[config.mk]
export PLATFORM = sky130hd
export DESIGN_NAME = alu_pipe_muldiv_flat
export DESIGN_NICKNAME = d
export VERILOG_FILES = /design/src/rtl/alu_pipe_muldiv_if.sv /design/src/rtl/alu_pipe_muldiv.sv /design/src/flat_wrapper.sv
export SDC_FILE = /design/constraint.sdc
export NUM_CORES = 1
export LEC_CHECK = 0
export ABC_AREA = 1
export ABC_CLOCK_PERIOD_IN_PS = 1200
export CAP_MARGIN = 10
export CORE_AREA = 2 2 121 182
export DETAILED_ROUTE_END_ITERATION = 12
export DIE_AREA = 0 0 123 184
export PLACE_DENSITY = 0.87
export SETUP_SLACK_MARGIN = 0.2
export SLEW_MARGIN = 10
export SYNTH_ARGS = -nofsm -noshare
export SYNTH_HDL_FRONTEND = slang
export SYNTH_SLANG_ARGS = --single-unit
[constraint.sdc]
create_clock -name clock -period 1.2 [get_ports clock]
set_input_delay 0.24 -clock clock [delete_from_list [all_inputs] [get_ports clock]]
set_output_delay 0.24 -clock clock [all_outputs]
set_load 0.005 [all_outputs]
[src/rtl/alu_pipe_muldiv_if.sv]
// rtl/alu_pipe_muldiv_if.sv - request/result handshake bundle for alu_pipe_muldiv
interface alu_pipe_muldiv_if #(
  parameter int WIDTH = 32
) ();
  localparam int SHW = $clog2(WIDTH);

  logic             in_valid;
  logic             in_ready;
  logic [WIDTH-1:0] data_operandA;
  logic [WIDTH-1:0] data_operandB;
  logic [4:0]       ctrl_ALUopcode;
  logic [SHW-1:0]   ctrl_shiftamt;
  logic             out_valid;
  logic             out_ready;
  logic [WIDTH-1:0] data_result;
  logic             isNotEqual;
  logic             isLessThan;
  logic             overflow;
  logic             busy;

  modport master (
    output in_valid, data_operandA, data_operandB, ctrl_ALUopcode, ctrl_shiftamt, out_ready,
    input  in_ready, out_valid, data_result, isNotEqual, isLessThan, overflow, busy
  );

  modport slave (
    input  in_valid, data_operandA, data_operandB, ctrl_ALUopcode, ctrl_shiftamt, out_ready,
    output in_ready, out_valid, data_result, isNotEqual, isLessThan, overflow, busy
  );
endinterface

[src/rtl/alu_pipe_muldiv.sv]
// rtl/alu_pipe_muldiv.sv - handshaked ALU with registered result; iterative signed mul/div when ALU_MULDIV_EN is defined
module alu_pipe_muldiv #(
  parameter int WIDTH = 32
) (
  input  logic               clock,
  input  logic               reset_n,
  alu_pipe_muldiv_if.slave   bus
);
`ifdef ALU_MULDIV_EN
  localparam int SHW = $clog2(WIDTH);
  localparam logic [4:0] OP_MUL = 5'b00110;
  localparam logic [4:0] OP_DIV = 5'b00111;
  typedef enum logic [1:0] {S_IDLE, S_MUL, S_DIV} state_t;
`else
  typedef enum logic {S_IDLE} state_t;
`endif

  state_t           r_state, w_state_nx;
  logic             r_out_valid;
  logic [WIDTH-1:0] r_result;
  logic             r_ne, r_lt, r_ovf;

  logic             w_in_ready, w_accept, w_start_mul, w_start_div, w_done, w_busy;
  logic [WIDTH-1:0] w_a, w_b, w_sum, w_diff, w_alu_res, w_fin_res;
  logic             w_add_ovf, w_sub_ovf, w_alu_ovf, w_fin_ovf;

  assign w_a        = bus.data_operandA;
  assign w_b        = bus.data_operandB;
  assign w_in_ready = reset_n && (r_state == S_IDLE) && (!r_out_valid || bus.out_ready);
  assign w_accept   = bus.in_valid && w_in_ready;
  assign w_sum      = w_a + w_b;
  assign w_diff     = w_a - w_b;
  assign w_add_ovf  = (w_a[WIDTH-1] == w_b[WIDTH-1]) && (w_sum[WIDTH-1] != w_a[WIDTH-1]);
  assign w_sub_ovf  = (w_a[WIDTH-1] != w_b[WIDTH-1]) && (w_diff[WIDTH-1] != w_a[WIDTH-1]);

  always_comb begin
    w_alu_res = '0;
    w_alu_ovf = 1'b0;
    case (bus.ctrl_ALUopcode)
      5'b00000: begin w_alu_res = w_sum;  w_alu_ovf = w_add_ovf; end
      5'b00001: begin w_alu_res = w_diff; w_alu_ovf = w_sub_ovf; end
      5'b00010: w_alu_res = w_a & w_b;
      5'b00011: w_alu_res = w_a | w_b;
      5'b00100: w_alu_res = w_a << bus.ctrl_shiftamt;
      5'b00101: w_alu_res = $signed(w_a) >>> bus.ctrl_shiftamt;
      default:  w_alu_res = '0;
    endcase
  end

`ifdef ALU_MULDIV_EN
  // r_hi/r_lo form the shared accumulator: product high/low for MUL, remainder/quotient for DIV
  logic [WIDTH-1:0]   r_hi, r_lo, r_mcand;
  logic [SHW-1:0]     r_cnt;
  logic               r_neg, r_bzero, r_dovf;
  logic [WIDTH-1:0]   w_abs_a, w_abs_b, w_hi_nx, w_lo_nx, w_quo;
  logic [WIDTH:0]     w_madd, w_shift, w_trial;
  logic [2*WIDTH-1:0] w_mag, w_prod;

  assign w_start_mul = w_accept && (bus.ctrl_ALUopcode == OP_MUL);
  assign w_start_div = w_accept && (bus.ctrl_ALUopcode == OP_DIV);
  assign w_abs_a     = w_a[WIDTH-1] ? -w_a : w_a;
  assign w_abs_b     = w_b[WIDTH-1] ? -w_b : w_b;
  assign w_done      = (r_state != S_IDLE) && (r_cnt == SHW'(WIDTH-1));
  assign w_busy      = (r_state != S_IDLE);

  always_comb begin
    w_madd  = {1'b0, r_hi} + (r_lo[0] ? {1'b0, r_mcand} : '0);
    w_shift = {r_hi, r_lo[WIDTH-1]};
    w_trial = w_shift - {1'b0, r_mcand};
    if (r_state == S_DIV) begin
      w_hi_nx = w_trial[WIDTH] ? w_shift[WIDTH-1:0] : w_trial[WIDTH-1:0];
      w_lo_nx = {r_lo[WIDTH-2:0], ~w_trial[WIDTH]};
    end else begin
      w_hi_nx = w_madd[WIDTH:1];
      w_lo_nx = {w_madd[0], r_lo[WIDTH-1:1]};
    end
  end

  // Final result is formed from the last iteration's next values so it lands on edge k+WIDTH
  always_comb begin
    w_mag  = {w_hi_nx, w_lo_nx};
    w_prod = r_neg ? -w_mag : w_mag;
    w_quo  = r_neg ? -w_lo_nx : w_lo_nx;
    if (r_state == S_DIV) begin
      w_fin_res = r_bzero ? '0 : w_quo;
      w_fin_ovf = r_dovf;
    end else begin
      w_fin_res = w_prod[WIDTH-1:0];
      w_fin_ovf = !((&w_prod[2*WIDTH-1:WIDTH-1]) || !(|w_prod[2*WIDTH-1:WIDTH-1]));
    end
  end

  always_ff @(posedge clock or negedge reset_n) begin
    if (!reset_n) begin
      r_hi    <= '0;
      r_lo    <= '0;
      r_mcand <= '0;
      r_cnt   <= '0;
      r_neg   <= 1'b0;
      r_bzero <= 1'b0;
      r_dovf  <= 1'b0;
    end else if (w_start_mul || w_start_div) begin
      r_hi    <= '0;
      r_lo    <= w_start_mul ? w_abs_b : w_abs_a;
      r_mcand <= w_start_mul ? w_abs_a : w_abs_b;
      r_cnt   <= '0;
      r_neg   <= w_a[WIDTH-1] ^ w_b[WIDTH-1];
      r_bzero <= (w_b == '0);
      r_dovf  <= (w_b == '0) || ((w_a == {1'b1, {(WIDTH-1){1'b0}}}) && (&w_b));
    end else if (r_state != S_IDLE) begin
      r_hi  <= w_hi_nx;
      r_lo  <= w_lo_nx;
      r_cnt <= r_cnt + SHW'(1);
    end
  end
`else
  assign w_start_mul = 1'b0;
  assign w_start_div = 1'b0;
  assign w_done      = 1'b0;
  assign w_busy      = 1'b0;
  assign w_fin_res   = '0;
  assign w_fin_ovf   = 1'b0;
`endif

  always_comb begin
    w_state_nx = r_state;
`ifdef ALU_MULDIV_EN
    case (r_state)
      S_IDLE: begin
        if (w_start_mul)      w_state_nx = S_MUL;
        else if (w_start_div) w_state_nx = S_DIV;
      end
      S_MUL, S_DIV: if (w_done) w_state_nx = S_IDLE;
      default: w_state_nx = S_IDLE;
    endcase
`else
    w_state_nx = S_IDLE;
`endif
  end

  always_ff @(posedge clock or negedge reset_n) begin
    if (!reset_n) r_state <= S_IDLE;
    else          r_state <= w_state_nx;
  end

  always_ff @(posedge clock or negedge reset_n) begin
    if (!reset_n) begin
      r_out_valid <= 1'b0;
      r_result    <= '0;
      r_ne        <= 1'b0;
      r_lt        <= 1'b0;
      r_ovf       <= 1'b0;
    end else if (w_accept) begin
      r_ne <= (w_a != w_b);
      r_lt <= w_diff[WIDTH-1] ^ w_sub_ovf;
      if (w_start_mul || w_start_div) begin
        r_out_valid <= 1'b0;
      end else begin
        r_out_valid <= 1'b1;
        r_result    <= w_alu_res;
        r_ovf       <= w_alu_ovf;
      end
    end else if (w_done) begin
      r_out_valid <= 1'b1;
      r_result    <= w_fin_res;
      r_ovf       <= w_fin_ovf;
    end else if (bus.out_ready) begin
      r_out_valid <= 1'b0;
    end
  end

  assign bus.in_ready    = w_in_ready;
  assign bus.out_valid   = r_out_valid;
  assign bus.data_result = r_result;
  assign bus.isNotEqual  = r_ne;
  assign bus.isLessThan  = r_lt;
  assign bus.overflow    = r_ovf;
  assign bus.busy        = w_busy;
endmodule

[src/flat_wrapper.sv]
// flat-port wrapper written by rule: the top's interface ports become plain ports
module alu_pipe_muldiv_flat 
#(
  parameter int WIDTH = 32
)
  (clock, reset_n, bus_in_valid, bus_data_operandA, bus_data_operandB, bus_ctrl_ALUopcode, bus_ctrl_shiftamt, bus_out_ready, bus_in_ready, bus_out_valid, bus_data_result, bus_isNotEqual, bus_isLessThan, bus_overflow, bus_busy);
  alu_pipe_muldiv_if #(.WIDTH(WIDTH)) bus_i ();
  input  logic clock;
  input  logic reset_n;
  input wire logic [$bits(bus_i.in_valid)-1:0] bus_in_valid;
  input wire logic [$bits(bus_i.data_operandA)-1:0] bus_data_operandA;
  input wire logic [$bits(bus_i.data_operandB)-1:0] bus_data_operandB;
  input wire logic [$bits(bus_i.ctrl_ALUopcode)-1:0] bus_ctrl_ALUopcode;
  input wire logic [$bits(bus_i.ctrl_shiftamt)-1:0] bus_ctrl_shiftamt;
  input wire logic [$bits(bus_i.out_ready)-1:0] bus_out_ready;
  output wire logic [$bits(bus_i.in_ready)-1:0] bus_in_ready;
  output wire logic [$bits(bus_i.out_valid)-1:0] bus_out_valid;
  output wire logic [$bits(bus_i.data_result)-1:0] bus_data_result;
  output wire logic [$bits(bus_i.isNotEqual)-1:0] bus_isNotEqual;
  output wire logic [$bits(bus_i.isLessThan)-1:0] bus_isLessThan;
  output wire logic [$bits(bus_i.overflow)-1:0] bus_overflow;
  output wire logic [$bits(bus_i.busy)-1:0] bus_busy;
  assign bus_i.in_valid = bus_in_valid;
  assign bus_i.data_operandA = bus_data_operandA;
  assign bus_i.data_operandB = bus_data_operandB;
  assign bus_i.ctrl_ALUopcode = bus_ctrl_ALUopcode;
  assign bus_i.ctrl_shiftamt = bus_ctrl_shiftamt;
  assign bus_i.out_ready = bus_out_ready;
  assign bus_in_ready = bus_i.in_ready;
  assign bus_out_valid = bus_i.out_valid;
  assign bus_data_result = bus_i.data_result;
  assign bus_isNotEqual = bus_i.isNotEqual;
  assign bus_isLessThan = bus_i.isLessThan;
  assign bus_overflow = bus_i.overflow;
  assign bus_busy = bus_i.busy;
  alu_pipe_muldiv #(.WIDTH(WIDTH)) u_core (.clock(clock), .reset_n(reset_n), .bus(bus_i));
endmodule
==> qor.txt, run 1 <==
Status = did not finish
Stage reached = 5_1_grt
Log Error = [ERROR GRT-0116] Global routing finished with congestion. Check the congestion regions in the DRC Viewer.
# IOs = 116
Netlist cell types = 52
CTS buffer count = 5
GR Overflow Total = 12
Cells after Synth = 2115
IO buf count = 114
Die Height = 184 um
Syn Area/Cell = 5.23 um^2
Syn Nets = 2304
CTS Buffer Depth = 2
Post-synthesis instance area = 11100 um^2
Tot GR Track Use = 67.0%
H-Tree Depth = 2
Vias in the first global route = 19800
Inst Count DP = 2805
Pin count of the biggest net entering global routing = 47
Clock root buffer = clkbuf_16
HPWL Detailed = 45800 um
Yosys reg bits = 36
First-pass GRT wire length = 114000 um
Post-synthesis sequential area ratio = 8.15%
FP Rows = 65
Horiz. Die Dim = 123 um
Routability cong. = 1.15
Clk sinks = 36
Warnings from Yosys = 0
Starting density of the core = 52.7%
metrics by stage:
| stage | hold WS [ns] | util, % | TNS, ns | setup WS [ns] | area (um^2) |
|---|---|---|---|---|---|
| 2_1_floorplan | -0.0556 | - | -15.29 | -1.25 | 12000 |
| 3_3_place_gp | 0.310 | 76.8 | -51.20 | -1.91 | 16100 |
| 3_5_place_dp | 0.323 | 76.8 | -53.20 | -2.01 | 16100 |
| 4_1_cts | 0.0302 | 84.8 | -26.01 | -1.23 | 17800 |
cell families after synthesis:
kind of cell | share of synthesized area [%]
AO/OA/AOI/OAI | 9.82
XOR/XNOR | 0.317
adder cells (fa/ha/maj) | 12.8
buffers and inverters | 14.9
flip-flops | 8.15
multiplexers | 0.204
other | 0.0339
AND/OR/NAND/NOR | 53.8
layer usage:
| metal | GRT overflow | track usage [%] |
|---|---|---|
| met1 | 0 | 65.2 |
| met2 | 8 | 87.1 |
| met3 | 0 | 48.4 |
| met4 | 4 | 68.4 |
| met5 | 0 | 12.0 |
repair_timing:
item / CTS
setup buffers: 68
gates resized for setup: 759
endpoints found under the setup margin: 73
pin swaps: 165
hold buffers: 0
cloned: 6
cell usage after synthesis, drive strengths merged:
cell type / n / share of area (%)
a211oi: 1 / 0.068
a21boi: 1 / 0.068
a21oi: 78 / 3.6
a31oi: 3 / 0.17
a41oi: 1 / 0.079
and2: 13 / 0.80
and3: 1 / 0.057
buf: 68 / 3.6
clkbuf: 31 / 1.1
clkinv: 3 / 0.10
conb: 1 / 0.034
dfrtp: 36 / 8.1
fa: 3 / 0.54
ha: 108 / 12
inv: 298 / 10
mux2i: 1 / 0.20
nand2: 721 / 25
nand3: 437 / 20
nand3b: 12 / 0.81
nand4: 24 / 1.4
nor2: 147 / 5.2
nor3: 9 / 0.41
nor4: 1 / 0.057
o2111ai: 3 / 0.24
o211ai: 12 / 0.81
o21a: 2 / 0.14
o21ai: 68 / 3.1
o21bai: 11 / 0.78
o221ai: 2 / 0.16
o22ai: 10 / 0.57
or2: 4 / 0.23
or3: 1 / 0.057
xnor2: 1 / 0.079
xor2: 3 / 0.24
==> run 2, diff against run 1 <==
ABC_CLOCK_PERIOD_IN_PS = 1600   (was 1200)
CORE_AREA = 2 2 174 176   (was 2 2 121 182)
DIE_AREA = 0 0 176 178   (was 0 0 123 184)
PLACE_DENSITY = default   (was 0.87)
PLACE_DENSITY_LB_ADDON = 0.15   (was default)
SETUP_SLACK_MARGIN = default   (was 0.2)
clock period = 1.6 ns   (was 1.2 ns; I/O delays follow)
==> run 2 against run 1 <==
  * The flow now finishes, with violations (setup timing)
  * Synthesized area unchanged
  * Synthesized cell count unchanged
==> qor.txt, run 2 <==
Worst hold path class = primary input to async pin
# IOs = 116
WS Path Type = primary input to register
Die Height = 178 um
Via Count = 17400
Crit path launch type = primary input
RSZ-0062 raised after global routing = true
Drt first pass iters = 9
Total wire length = 67200 um
Sequential power share = 11.9%
CTS buffer count = 5
Failing checks = setup timing
Routability cong. = 1.09
Period utilization = 159%
Combinational share of power = 75.8%
Area of the core = 29400 um^2
Post-route ant nets = 0
Worst slew margin = 62.1%
Power density cells = 434 nW/um^2
Min Tclk post-route = 2.54 ns
H-Tree Depth = 2
TritonCTS clock tree = done
Status = finished with violations
Post-synthesis sequential area ratio = 8.15%
Peak fanout along the critical path = 3
Die area = 31300 um^2
Layout area overhead = 84.6%
Worst-Skew Late Latency = 0.28 ns
Largest cells by area after synthesis = nand2_1 (24%), nand3_1 (20%), ha_1 (12%)
Fin. Hold Viols = 0
Initial DRC count = 1824
Syn Area/Cell = 5.23 um^2
FP Rows = 63
Slew @ Worst Pin = 0.562 ns
Clk_skew = 0.00505 ns
Most frequent cell after synthesis = nand2_1
Dpl ws = -1.74 ns
Clock root buffer = clkbuf_16
Critical Path RT = 1.77 ns
Register area = 901 um^2
Sw power = 4.22 mW
Post-synthesis instance area = 11100 um^2
Initial antenna violation count = 0
IO buf count = 114
Cells after Synth = 2115
R2r worst-path depth = 8
Clock transition at path regs = 0.06 ns
Vias in the first global route = 16400
Final setup vio count = 35
Post-synth EDFFs = 0
GR Overflow Total = 0
Synth top area share = 23.8%
# fillers = 2508
Horiz. Die Dim = 176 um
Pleak = 10.5 nW
Worst vdd ir = 0.000392 V
Yosys reg bits = 36
Worst path arrival time = 2.71 ns
Async set-or-reset flop fraction in the synthesized netlist = 100%
Antenna cells = 0
Top_reg_cell synth = dfrtp_1
Top cell type by total area after synthesis = nand2_1
Syn Nets = 2304
Ratio of cells with drive above 1 in the final layout = 49.1%
HPWL Detailed = 53900 um
Final Max Slew Viols = 0
Number of vias per cell = 5.57
# hold bufs at CTS = 0
WL/cell = 21.6 um
Warnings from Yosys = 0
Max-cap viol count = 0
Most common cell after layout, fill and taps aside = nand2_1
Tot GR Track Use = 41.3%
Setup ws final = -0.943 ns
Fmax = 0.393 GHz
Max FFs per register = 32
First-pass GRT wire length = 97300 um
Fin Hold WS = 0.0859 ns
Nets = 2914
Clk sinks = 36
CTS Buffer Depth = 2
Netlist cell types = 52
DRC = 0
Switching part of the total = 47.6%
Pin count of the biggest net entering global routing = 44
Area of the multi-input gates = 11600 um^2
Synth cell count leaders = nand2_1 (702), nand3_1 (436), inv_1 (287)
P_int = 4.64 mW
Most frequent cells in the layout = nand2_1 (531), buf_4 (506), nand3_1 (296)
Worst Setup End Kind = register
Starting density of the core = 37.6%
Clock power share = 12.3%
[run 2: cell counts after synthesis]
No cell type changed its count.
[run 2: cell families (layout without fill, tap and decap cells)]
group	count (synthesis)	in the layout	share of synthesized area (%)
simple gates	1370	1370	53.8
buf+inv	400	1011	14.9
compound gates	192	192	9.82
fa+ha+maj	111	111	12.8
flops	36	36	8.15
xor+xnor	4	4	0.317
other cells	1	1	0.0339
mux	1	1	0.204
[run 2: repair_timing]
| item | CTS | global route |
|---|---|---|
| pin swaps | 196 | 203 |
| buffers inserted | 49 | 57 |
| endpoints found under the setup margin | 36 | 35 |
| gates cloned | 2 | 1 |
| gates resized for setup | 730 | 370 |
[run 2: layer usage]
layer  global-route usage (%)  share of wire (%)  vias to the layer above
met5                        0                  0                        -
met4                     23.1                7.4                        0
met3                     6.35                9.6                      244
met2                     65.3                 43                      973
met1                     53.7                 40                     8124
li1                         -                  -                     8024
[run 2: worst max-delay path, cell delays in order]
cell and delay [ns]:
clkbuf_4 0.16, inv_2 0.06, ha_4 0.25, nor2_4 0.10
inv_2 0.06, nor2_4 0.15, nand2_4 0.08, nor2_4 0.10
nand2_4 0.06, nand3_4 0.10, a41oi_2 0.11, fa_1 0.61
o22ai_2 0.09, nor2_1 0.10, o21ai_1 0.07, nor2_1 0.11
nand3_1 0.08, nand2_1 0.06, nand2_1 0.04
[run 2: per-stage QoR]
step	cell area, um^2	setup TNS (ns)	total power [mW]	util [%]	cells
after floorplan	11900	-4.71	3.65	-	2115
after CTS	18900	-14.54	8.08	64.4	3077
after global placement	16800	-44.45	6.22	57.2	3021
after detailed placement	16800	-44.97	6.26	57.2	3021
final	20400	-15.05	8.85	69.4	3116
after global routing	20400	-17.67	9.30	69.4	3116
[run 2: cell type report]
class | instances | share of cell area, %
repair buffers | 699 | 29.1
inverters | 301 | 6.29
clock inverters | 2 | 0.172
flip-flops and latches | 36 | 4.41
multi-input cells | 1679 | 56.7
well taps | 390 | 2.39
repair inverters | 3 | 0.282
clock buffers | 6 | 0.631
[run 2: final timing paths]
kind	startpoint	endpoint	slack, ns
setup / recovery	bus_data_operandA[19]	u_core.bus.data_result[31]$_DFFE_PN0P_	-0.94
hold / removal	reset_n	u_core.bus.data_result[18]$_DFFE_PN0P_	0.09
setup reg to reg	u_core.bus.out_valid$_DFFE_PN0P_	u_core.bus.overflow$_DFFE_PN0P_	0.02
hold reg to reg	u_core.bus.data_result[16]$_DFFE_PN0P_	u_core.bus.data_result[16]$_DFFE_PN0P_	0.48
max in group asynchronous	reset_n	u_core.bus.data_result[12]$_DFFE_PN0P_	1.20
min in group clock	u_core.bus.data_result[16]$_DFFE_PN0P_	u_core.bus.data_result[16]$_DFFE_PN0P_	0.48
[run 2: power by group through the flow]
stage                     Combinational [mW]  Sequential, mW  Clock, mW
after floorplan                         2.58            1.06          0
after detailed placement                5.20            1.06          0
final                                   6.71            1.05       1.09
after global placement                  5.16            1.06          0
after global routing                    7.11            1.06       1.13
after CTS                               5.94            1.05       1.09
(Power assumes the default switching activity.)
